<file path="config.mk">
export PLATFORM = sky130hd
export DESIGN_NAME = msrv32_wb_stage_unit
export DESIGN_NICKNAME = d
export VERILOG_FILES = /design/src/rtl/msrv32_pkg.sv /design/src/rtl/msrv32_wb_src_mux.sv /design/src/rtl/msrv32_wb_stage_unit.sv
export SDC_FILE = /design/constraint.sdc
export NUM_CORES = 1
export LEC_CHECK = 0
export CAP_MARGIN = 5
export CORE_AREA = 3 3 145 147
export DETAILED_ROUTE_END_ITERATION = 8
export DIE_AREA = 0 0 148 150
export HOLD_SLACK_MARGIN = 0.03
export PLACE_DENSITY_LB_ADDON = 0.12
export SYNTH_ARGS = -nofsm -noshare
export SYNTH_HDL_FRONTEND = slang
export SYNTH_SLANG_ARGS = --single-unit
</file>
<file path="constraint.sdc">
create_clock -name ms_riscv32_mp_clk_in -period 4.6 [get_ports ms_riscv32_mp_clk_in]
set_clock_uncertainty 0.15 [all_clocks]
set_input_delay 1.15 -clock ms_riscv32_mp_clk_in [delete_from_list [all_inputs] [get_ports ms_riscv32_mp_clk_in]]
set_output_delay 1.15 -clock ms_riscv32_mp_clk_in [all_outputs]
set_load 0.05 [all_outputs]
</file>
<file path="src/rtl/msrv32_pkg.sv">
// Shared definitions for the msrv32 writeback stage: source-select codes,
// writeback FSM encodings and the default datapath width.
package msrv32_pkg;

  localparam int XLEN_DEFAULT = 32;

  // Writeback source-select codes; 6 and 7 fall back to the ALU result.
  localparam logic [2:0] WB_ALU     = 3'd0;
  localparam logic [2:0] WB_LU      = 3'd1;
  localparam logic [2:0] WB_IMM     = 3'd2;
  localparam logic [2:0] WB_IADDER  = 3'd3;
  localparam logic [2:0] WB_CSR     = 3'd4;
  localparam logic [2:0] WB_PC_PLUS = 3'd5;

  typedef enum logic {
    WB_IDLE      = 1'b0,
    WB_LOAD_WAIT = 1'b1
  } wb_state_e;

endpackage

</file>
<file path="src/rtl/msrv32_wb_src_mux.sv">
// Combinational writeback source select plus the ALU second-operand mux.
module msrv32_wb_src_mux
  import msrv32_pkg::*;
#(
  parameter int XLEN  = XLEN_DEFAULT,
  parameter int SEL_W = 3
) (
  input  logic [SEL_W-1:0] wb_mux_sel_in,
  input  logic [XLEN-1:0]  alu_result_in,
  input  logic [XLEN-1:0]  lu_output_in,
  input  logic [XLEN-1:0]  imm_in,
  input  logic [XLEN-1:0]  iadder_out_in,
  input  logic [XLEN-1:0]  csr_data_in,
  input  logic [XLEN-1:0]  pc_plus_4_in,
  input  logic [XLEN-1:0]  rs2_in,
  input  logic             alu_source_in,
  output logic [XLEN-1:0]  wb_mux_out,
  output logic [XLEN-1:0]  alu_2nd_src_mux_out
);

  // Pick the writeback source; unused codes write the ALU result.
  always_comb begin
    wb_mux_out = alu_result_in;
    case (wb_mux_sel_in)
      SEL_W'(WB_LU):      wb_mux_out = lu_output_in;
      SEL_W'(WB_IMM):     wb_mux_out = imm_in;
      SEL_W'(WB_IADDER):  wb_mux_out = iadder_out_in;
      SEL_W'(WB_CSR):     wb_mux_out = csr_data_in;
      SEL_W'(WB_PC_PLUS): wb_mux_out = pc_plus_4_in;
      default:            wb_mux_out = alu_result_in;
    endcase
  end

  // Second ALU operand: rs2 when alu_source_in is set, immediate otherwise.
  always_comb begin
    alu_2nd_src_mux_out = alu_source_in ? rs2_in : imm_in;
  end

endmodule

</file>
<file path="src/rtl/msrv32_wb_stage_unit.sv">
// Registered writeback stage: accepts one instruction per handshake, waits
// for load data when needed, drives one registered register-file write port
// and keeps the retired-instruction counter.
//
// Handshake: an instruction transfers on a cycle where wb_valid_in and
// wb_ready_out are both high and flush_in is low. wb_ready_out depends only
// on the FSM state, never on wb_valid_in. A flushed offer is simply dropped.
module msrv32_wb_stage_unit
  import msrv32_pkg::*;
#(
  parameter int XLEN  = XLEN_DEFAULT,
  parameter int SEL_W = 3,
  parameter int CNT_W = 64
) (
  input  logic             ms_riscv32_mp_clk_in,
  input  logic             ms_riscv32_mp_rst_in,
  input  logic             wb_valid_in,
  output logic             wb_ready_out,
  input  logic [SEL_W-1:0] wb_mux_sel_in,
  input  logic [4:0]       rd_addr_in,
  input  logic             alu_source_in,
  input  logic [XLEN-1:0]  alu_result_in,
  input  logic [XLEN-1:0]  imm_in,
  input  logic [XLEN-1:0]  iadder_out_in,
  input  logic [XLEN-1:0]  csr_data_in,
  input  logic [XLEN-1:0]  pc_plus_4_in,
  input  logic [XLEN-1:0]  rs2_in,
  input  logic [XLEN-1:0]  lu_output_in,
  input  logic             lu_valid_in,
  input  logic             flush_in,
  input  logic             instret_inhibit_in,
  output logic [XLEN-1:0]  alu_2nd_src_mux_out,
  output logic             rf_wr_en_out,
  output logic [4:0]       rf_rd_addr_out,
  output logic [XLEN-1:0]  rf_wr_data_out,
  output logic             retire_out,
  output logic [CNT_W-1:0] instret_out,
  output logic             load_pending_out,
  output wb_state_e        wb_state_dbg_out
);

  wb_state_e        state_q, state_d;
  logic [4:0]       pend_rd_q, pend_rd_d;
  logic [4:0]       wr_addr_q, wr_addr_d;
  logic [XLEN-1:0]  wr_data_q, wr_data_d;
  logic             wr_en_q;
  logic             retire_q;
  logic [CNT_W-1:0] instret_q;
  logic [XLEN-1:0]  wb_src_data;
  logic             accept;
  logic             do_retire;

  msrv32_wb_src_mux #(
    .XLEN  (XLEN),
    .SEL_W (SEL_W)
  ) u_src_mux (
    .wb_mux_sel_in       (wb_mux_sel_in),
    .alu_result_in       (alu_result_in),
    .lu_output_in        (lu_output_in),
    .imm_in              (imm_in),
    .iadder_out_in       (iadder_out_in),
    .csr_data_in         (csr_data_in),
    .pc_plus_4_in        (pc_plus_4_in),
    .rs2_in              (rs2_in),
    .alu_source_in       (alu_source_in),
    .wb_mux_out          (wb_src_data),
    .alu_2nd_src_mux_out (alu_2nd_src_mux_out)
  );

  // Next state and the write/retire decision for this cycle.
  always_comb begin
    state_d   = state_q;
    pend_rd_d = pend_rd_q;
    wr_addr_d = wr_addr_q;
    wr_data_d = wr_data_q;
    do_retire = 1'b0;
    accept    = wb_valid_in & (state_q == WB_IDLE) & ~flush_in;
    case (state_q)
      WB_IDLE: begin
        if (accept) begin
          if (wb_mux_sel_in == SEL_W'(WB_LU)) begin
            // Load: remember rd and wait for the load unit.
            state_d   = WB_LOAD_WAIT;
            pend_rd_d = rd_addr_in;
          end else begin
            do_retire = 1'b1;
            wr_addr_d = rd_addr_in;
            wr_data_d = wb_src_data;
          end
        end
      end
      WB_LOAD_WAIT: begin
        // Flush beats a simultaneous load-data valid.
        if (flush_in) begin
          state_d = WB_IDLE;
        end else if (lu_valid_in) begin
          state_d   = WB_IDLE;
          do_retire = 1'b1;
          wr_addr_d = pend_rd_q;
          wr_data_d = lu_output_in;
        end
      end
      default: state_d = WB_IDLE;
    endcase
  end

  // State, write port and retire counter registers.
  always_ff @(posedge ms_riscv32_mp_clk_in or negedge ms_riscv32_mp_rst_in) begin
    if (!ms_riscv32_mp_rst_in) begin
      state_q   <= WB_IDLE;
      pend_rd_q <= '0;
      wr_addr_q <= '0;
      wr_data_q <= '0;
      wr_en_q   <= 1'b0;
      retire_q  <= 1'b0;
      instret_q <= '0;
    end else begin
      state_q   <= state_d;
      pend_rd_q <= pend_rd_d;
      wr_addr_q <= wr_addr_d;
      wr_data_q <= wr_data_d;
      // x0 is hardwired: retire it but never strobe the write.
      wr_en_q   <= do_retire & (wr_addr_d != 5'd0);
      retire_q  <= do_retire;
      instret_q <= instret_q + CNT_W'(do_retire & ~instret_inhibit_in);
    end
  end

  assign wb_ready_out     = (state_q == WB_IDLE);
  assign load_pending_out = (state_q == WB_LOAD_WAIT);
  assign wb_state_dbg_out = state_q;
  assign rf_wr_en_out     = wr_en_q;
  assign rf_rd_addr_out   = wr_addr_q;
  assign rf_wr_data_out   = wr_data_q;
  assign retire_out       = retire_q;
  assign instret_out      = instret_q;

endmodule

</file>
==> results of run 1 <==
[registers in the layout (all words and copies together), names as in the netlist]
name / count
instret_out: 64
rf_wr_data_out: 32
pend_rd_q: 5
rf_rd_addr_out: 5
load_pending_out: 1
retire_out: 1
rf_wr_en_out: 1
[worst max-delay path by stage]
stage               slack [ns]  startpoint                        end
floorplan                 0.15    flush_in  instret_out[46]$_DFF_PN0_
global placement          0.26    flush_in  instret_out[58]$_DFF_PN0_
detailed placement        0.18    flush_in  instret_out[58]$_DFF_PN0_
CTS                       0.54    flush_in  instret_out[58]$_DFF_PN0_
global route              0.24    flush_in  instret_out[62]$_DFF_PN0_
finish                    0.50    flush_in  instret_out[58]$_DFF_PN0_
[where the power goes]
part           switching, uW  leakage, uW  internal, uW
Combinational            756      0.00335           590
Clock                    387     0.000149           398
Sequential              82.6      0.00140          1070
[metal layers]
layer	global-route usage, %	wire (um)
met5	0	49
met3	8.21	2300
met2	41.1	13800
met1	28.7	10600
met4	6.47	466
[area by class of cell]
cell class / instances / area share (%)
Sequential cell: 109 / 23.4
Clock buffer: 10 / 2.05
Inverter: 13 / 0.418
Multi-Input combinational cell: 583 / 34.7
Antenna cell: 5 / 0.107
Tap cell: 270 / 2.89
Clock inverter: 6 / 0.536
Timing Repair Buffer: 389 / 35.9
[cell usage after synthesis, types with 21 or more instances]
library cell  number  area [sq um]
mux2_2            68           766
a211oi_1          32           240
nand2_1           95           357
xnor2_1           21           184
nor2_1            47           176
a21oi_1           32           160
xor2_1            41           359
o21ai_0           64           320
nand3_1           25           125
dfrtp_1          109          2730
clkbuf_1          39           146
mux2i_1           65           651
[through the flow]
step | util, % | hold WS [ns]
global route | 58.2 | 0.343
detailed placement | 56.7 | 0.318
floorplan | - | 0.322
global placement | 56.7 | 0.327
finish | 58.2 | 0.335
CTS | 58.2 | 0.333
[cells in the final DEF, fill, tap and decap left out, drive strengths merged, types with 2 or more instances in the layout]
master	Yosys	routed
inv	13	17
nor4	9	9
diode	0	5
clkinv	0	2
nor2	47	47
clkbuf	39	10
or4	4	4
and4	3	3
nand4	16	16
and3	8	8
mux2i	65	65
nand2	95	95
a21oi	32	32
o311ai	4	4
nor3	28	28
and4b	4	4
ha	2	2
buf	15	49
xnor2	21	21
nand3	25	25
o21ai	64	64
a211oi	32	32
a31oi	4	4
mux2	69	69
nand2b	2	2
xor2	41	41
dfrtp	109	109
clkdlybuf4s50	0	340
[worst register-to-register path, delay by kind of cell, from the launching register on]
kind            cells  cell delay (ns)
compound gates      1             0.16
xor+xnor            1             0.17
fa+ha+maj           2             0.57
buf+inv             1             0.24
flops               1             0.61
simple gates        6             1.46
[cells by family after synthesis]
kind of cell / Yosys count / share of synthesized area [%]
buffers and inverters: 67 / 3.94
multiplexers: 134 / 20.3
AO/OA/AOI/OAI: 140 / 11.5
adder cells (fa/ha/maj): 2 / 0.355
XOR/XNOR: 62 / 7.71
flip-flops: 109 / 38.7
AND/OR/NAND/NOR: 245 / 17.4
==> metrics, run 1 <==
total area of sequential cells=0.00273 sq mm; synthesized netlist cell count=759; worst path arrival time=4.23 ns; largest net degree at the start of global routing=129; post-route ant nets=0; Bufs and invs on worst path=2; Critical Path Slowest Stage Cell=clkdlybuf4s50_1; r2r setup slk=1.17 ns; syn_nets=1,000; full die area=0.0222 sq mm; setup slack at placement=0.182 ns; WP depth=12; final instance area=0.0117 sq mm; status=finished clean; Reg clk slew, reported paths=0.07 ns; DRC errors left=0; Placer Congestion=0.880; crit path time final=4.10 ns; Fmax=0.244 GHz; gr usage total=23.9%; overall die height=150 um; Async SR Flop Fraction=100%; clock tree root buffer cell=clkbuf_16; Die Wd=148 um; DRT iter0 DRCs=270; H-Tree Depth=3; unrepaired setup endpoints after global routing=no; Ports=377; Post-synth EDFFs=0; Cell Area, Synth=0.00704 sq mm; worst r2r src=load_pending_out$_DFF_PN0_; Hold Crit Class=reg2reg; final period utilization=89.2%; clk sinks=109; TritonCTS clock tree=done; LEAKAGE=0.00491 uW; global route total overflow=0; max-cap viol count=0; FF-to-FF path depth=11; area grow syn2layout=65.7%; total core area=0.0200 sq mm; Fillers=1,803; Most common cell on crit path=ha_1; Skew-Pair Late Insertion Delay=0.36 ns; Seq/Total Area, Yosys=38.7%; total chip power=3280 uW; Setup violations, final=0; CP max stage delay=0.51 ns; Final Max Slew Viols=0; Initial Util=35.1%; initial antenna violation count=9; Total Wirelength=27,200 um; critical path type=in2reg; synthesis-stage register bit count=109; TNS Setup=0 ns; DP HPWL=21,500 um; Critical Path Source Type=primary input; Worst slew margin=25.1%; TritonRoute pass-1 iters=5; DR vias=6,992; Worst Path Max Fanout=19; DR WL/cell=19.7 um; hold_sp=instret_out[63]$_DFF_PN0_; transition time of the tightest slew-check pin=1.12 ns; Port Buf Inserts=376; Layout Cells excl Fill=1,385; Final Hold Violating Endpoints=0; Placed Cells=1,364; Mean Syn Cell Area=9.28 sq um; cell depth of the worst hold path=1; layout cells sized above 1=13.7%; Syn. warnings=0; Clock Path Buffers=2; Primary FF master, synth=dfrtp_1; cts repair resizes=0; PwrDens=281 mW/mm^2; count of cell types in the netlist=41; Max VDD drop=0.203 mV; multi-input logic area=0.00405 sq mm; worst path cell trace=clkdlybuf4s50_1, nor3b_1, and2_0, o21bai_4, nor2b_1, ha_1, ha_1, nand3_1, or4_1, buf_4, nor4_2, xor2_1; setup ws final=0.497 ns; Crit. End Element=flip-flop; CP top delay family=simple AND/OR/NAND/NOR gates; Vias/cell=5.05; row cnt=52; hold buffers post-CTS=0; vias in the first global route=6,896; Post-DP Area=0.0114 sq mm; global-route wire length before repair=40,800 um; critical path data required time=4.73 ns; CTS Buf Count=9; setup bufs post-CTS=0; Hold EP=instret_out[63]$_DFF_PN0_; Post-layout nets=1,346; Crit Reg-Reg Endpoint=instret_out[58]$_DFF_PN0_
Power figures use the tool's default switching activity.
==> run 2: changes to the inputs <==
CORE_AREA = 3 3 144 146   (was 3 3 145 147)
CTS_BUF_LIST = sky130_fd_sc_hd__clkbuf_4   (was default)
DIE_AREA = 0 0 147 149   (was 0 0 148 150)
==> metrics, run 2 (synthesized netlist as in run 1, its figures left out) <==
status=finished clean (unchanged); P_int=1830 uW (was 2060 uW); DRC errors left=0 (unchanged); Clock Path Buffers=2 (unchanged); Largest register FFs=64 (unchanged); gr usage total=23.7% (was 23.9%); layout cells sized above 1=10.8% (was 13.7%); Worst slew margin=36.3% (was 25.1%); Logic pwr share=43.1% (was 41.0%); Hold Crit Class=reg2reg (unchanged); DRT iter0 DRCs=271 (was 270); clock tree root buffer cell=clkbuf_4 (was clkbuf_16); overall die height=149 um (was 150 um); Clk pwr share=18.3% (was 23.9%); max-cap viol count=0 (unchanged); switching part of the total=38.5% (was 37.4%); r2r setup slk=1.31 ns (was 1.17 ns); setup bufs post-CTS=0 (unchanged); Sequential Power Share=38.6% (was 35.0%); FF-to-FF path depth=11 (unchanged); total core area=0.0195 sq mm (was 0.0200 sq mm); unrepaired setup endpoints after global routing=no (unchanged); Port Buf Inserts=376 (unchanged); Worst Path Max Fanout=21 (was 19); Fmax=0.245 GHz (was 0.244 GHz); area grow syn2layout=58.9% (was 65.7%); H-Tree Depth=3 (unchanged); critical path data required time=3.30 ns (was 4.73 ns); cts repair resizes=0 (unchanged); final period utilization=88.6% (was 89.2%); GR peak layer=met2 (unchanged); Vias/cell=4.98 (was 5.05); hold buffers post-CTS=0 (unchanged); DR WL/cell=19.1 um (was 19.7 um); transition time of the tightest slew-check pin=0.955 ns (was 1.12 ns); Ports=377 (unchanged); row cnt=51 (was 52); worst r2r src=load_pending_out$_DFF_PN0_ (unchanged); GRT met1 Usage=30.3% (was 28.7%); post-route ant nets=0 (unchanged); multi-input logic area=0.00405 sq mm (unchanged); Initial Util=36.1% (was 35.1%); critical path type=in2out (was in2reg); clk sinks=109 (unchanged); M3 GR Usage=6.84% (was 8.21%); TritonCTS clock tree=done (unchanged); Fillers=1,791 (was 1,803); largest net degree at the start of global routing=110 (was 129); Setup violations, final=0 (unchanged); TritonRoute pass-1 iters=6 (was 5); Placer Congestion=0.913 (was 0.880); Max VDD drop=0.125 mV (was 0.203 mV); Reg clk slew, reported paths=0.17 ns (was 0.07 ns); worst path arrival time=2.77 ns (was 4.23 ns); DR vias=6,847 (was 6,992); Crit. End Element=output port (was flip-flop); Post-layout nets=1,347 (was 1,346); initial antenna violation count=0 (was 9); Final Max Slew Viols=0 (unchanged); Switch Pwr=1150 uW (was 1230 uW); antenna diode count=0 (was 5); CP startpoint=alu_source_in (was flush_in); total chip power=2980 uW (was 3280 uW); Total Wirelength=26,300 um (was 27,200 um); DP HPWL=20,800 um (was 21,500 um); Final Hold Violating Endpoints=0 (unchanged); most common cell after layout, fill and taps aside=clkdlybuf4s50_1 (unchanged); TNS Setup=0 ns (unchanged); crit path time final=4.07 ns (was 4.10 ns); most frequent cells in the layout=371 x clkdlybuf4s50_1, 108 x dfrtp_1, 95 x nand2_1 (was 340 x clkdlybuf4s50_1, 108 x dfrtp_1, 95 x nand2_1); Skew-Pair Late Insertion Delay=0.47 ns (was 0.36 ns); Critical Path Sink=alu_2nd_src_mux_out[28] (was instret_out[58]$_DFF_PN0_); met2 Use GR=41.1% (about the same); vias in the first global route=6,946 (was 6,896); PwrDens=266 mW/mm^2 (was 281 mW/mm^2); Critical Path Source Type=primary input (unchanged); LEAKAGE=0.00467 uW (was 0.00491 uW); global-route wire length before repair=40,400 um (was 40,800 um); Crit Reg-Reg Endpoint=instret_out[32]$_DFF_PN0_ (was instret_out[58]$_DFF_PN0_); full die area=0.0219 sq mm (was 0.0222 sq mm); Die Wd=147 um (was 148 um); global route total overflow=0 (unchanged); CTS Buf Count=9 (unchanged); total area of sequential cells=0.00273 sq mm (unchanged)
[run 2: cell types whose count changed in the layout (fill, tap and decap cells not counted), moves of 2 or more]
cell / previous run / this run
diode_2: 5 / 0
buf_12: 34 / 2
clkbuf_16: 9 / 0
clkbuf_4: 0 / 9
inv_6: 3 / 1
bufinv_16: 0 / 2
clkdlybuf4s50_1: 340 / 371
[run 2: cell type report]
cell class | count | share of cell area [%]
multi-input combinational | 583 | 36.2
timing repair buffer | 390 | 34.6
sequential | 109 | 24.4
tap | 265 | 2.96
clock inverter | 6 | 0.772
clock buffer | 9 | 0.604
inverter | 13 | 0.436
[run 2: worst max-delay path, stage by stage]
cell,delay [ns]
buf_2,0.31
buf_12,0.23
mux2_2,0.36
clkdlybuf4s50_1,0.70
[run 2: how the worst min path moves through the flow]
stage | from | endpoint | slack [ns] | cells after the start
after floorplan | pend_rd_q[0]$_DFFE_PN0P_ | pend_rd_q[0]$_DFFE_PN0P_ | 0.32 | 1
after global placement | rf_wr_data_out[9]$_DFFE_PN0P_ | rf_wr_data_out[9]$_DFFE_PN0P_ | 0.32 | 1
after detailed placement | rf_wr_data_out[9]$_DFFE_PN0P_ | rf_wr_data_out[9]$_DFFE_PN0P_ | 0.33 | 1
after CTS | instret_out[34]$_DFF_PN0_ | instret_out[34]$_DFF_PN0_ | 0.36 | 1
after global routing | rf_wr_data_out[9]$_DFFE_PN0P_ | rf_wr_data_out[9]$_DFFE_PN0P_ | 0.38 | 1
final | instret_out[34]$_DFF_PN0_ | instret_out[34]$_DFF_PN0_ | 0.35 | 1
[run 2: power by group through the flow]
stage / Combinational [uW] / Sequential, uW / Clock (uW)
2_1_floorplan: 354 / 1510 / 0
3_3_place_gp: 1290 / 1160 / 0
3_5_place_dp: 1290 / 1170 / 0
4_1_cts: 1290 / 1150 / 571
5_1_grt: 1350 / 1170 / 605
6_report: 1280 / 1150 / 545
[run 2: per-layer routing]
| layer | routed length (um) | vias up |
|---|---|---|
| met3 | 1870 | 14 |
| li1 | - | 3405 |
| met4 | 204 | 0 |
| met5 | 0 | - |
| met1 | 11200 | 3199 |
| met2 | 13000 | 229 |
[run 2: through the flow]
| step | instances | util, % | worst slack [ns] | hold slack (ns) | instance area, sq um |
|---|---|---|---|---|---|
| 2_1_floorplan | 759 | - | 0.152 | 0.322 | 7040 |
| 6_report | 1375 | 57.3 | 0.527 | 0.352 | 11200 |
| 3_3_place_gp | 1360 | 56.5 | 0.414 | 0.322 | 11000 |
| 4_1_cts | 1375 | 57.3 | 0.520 | 0.360 | 11200 |
| 5_1_grt | 1375 | 57.3 | 0.456 | 0.380 | 11200 |
| 3_5_place_dp | 1360 | 56.5 | 0.222 | 0.326 | 11000 |
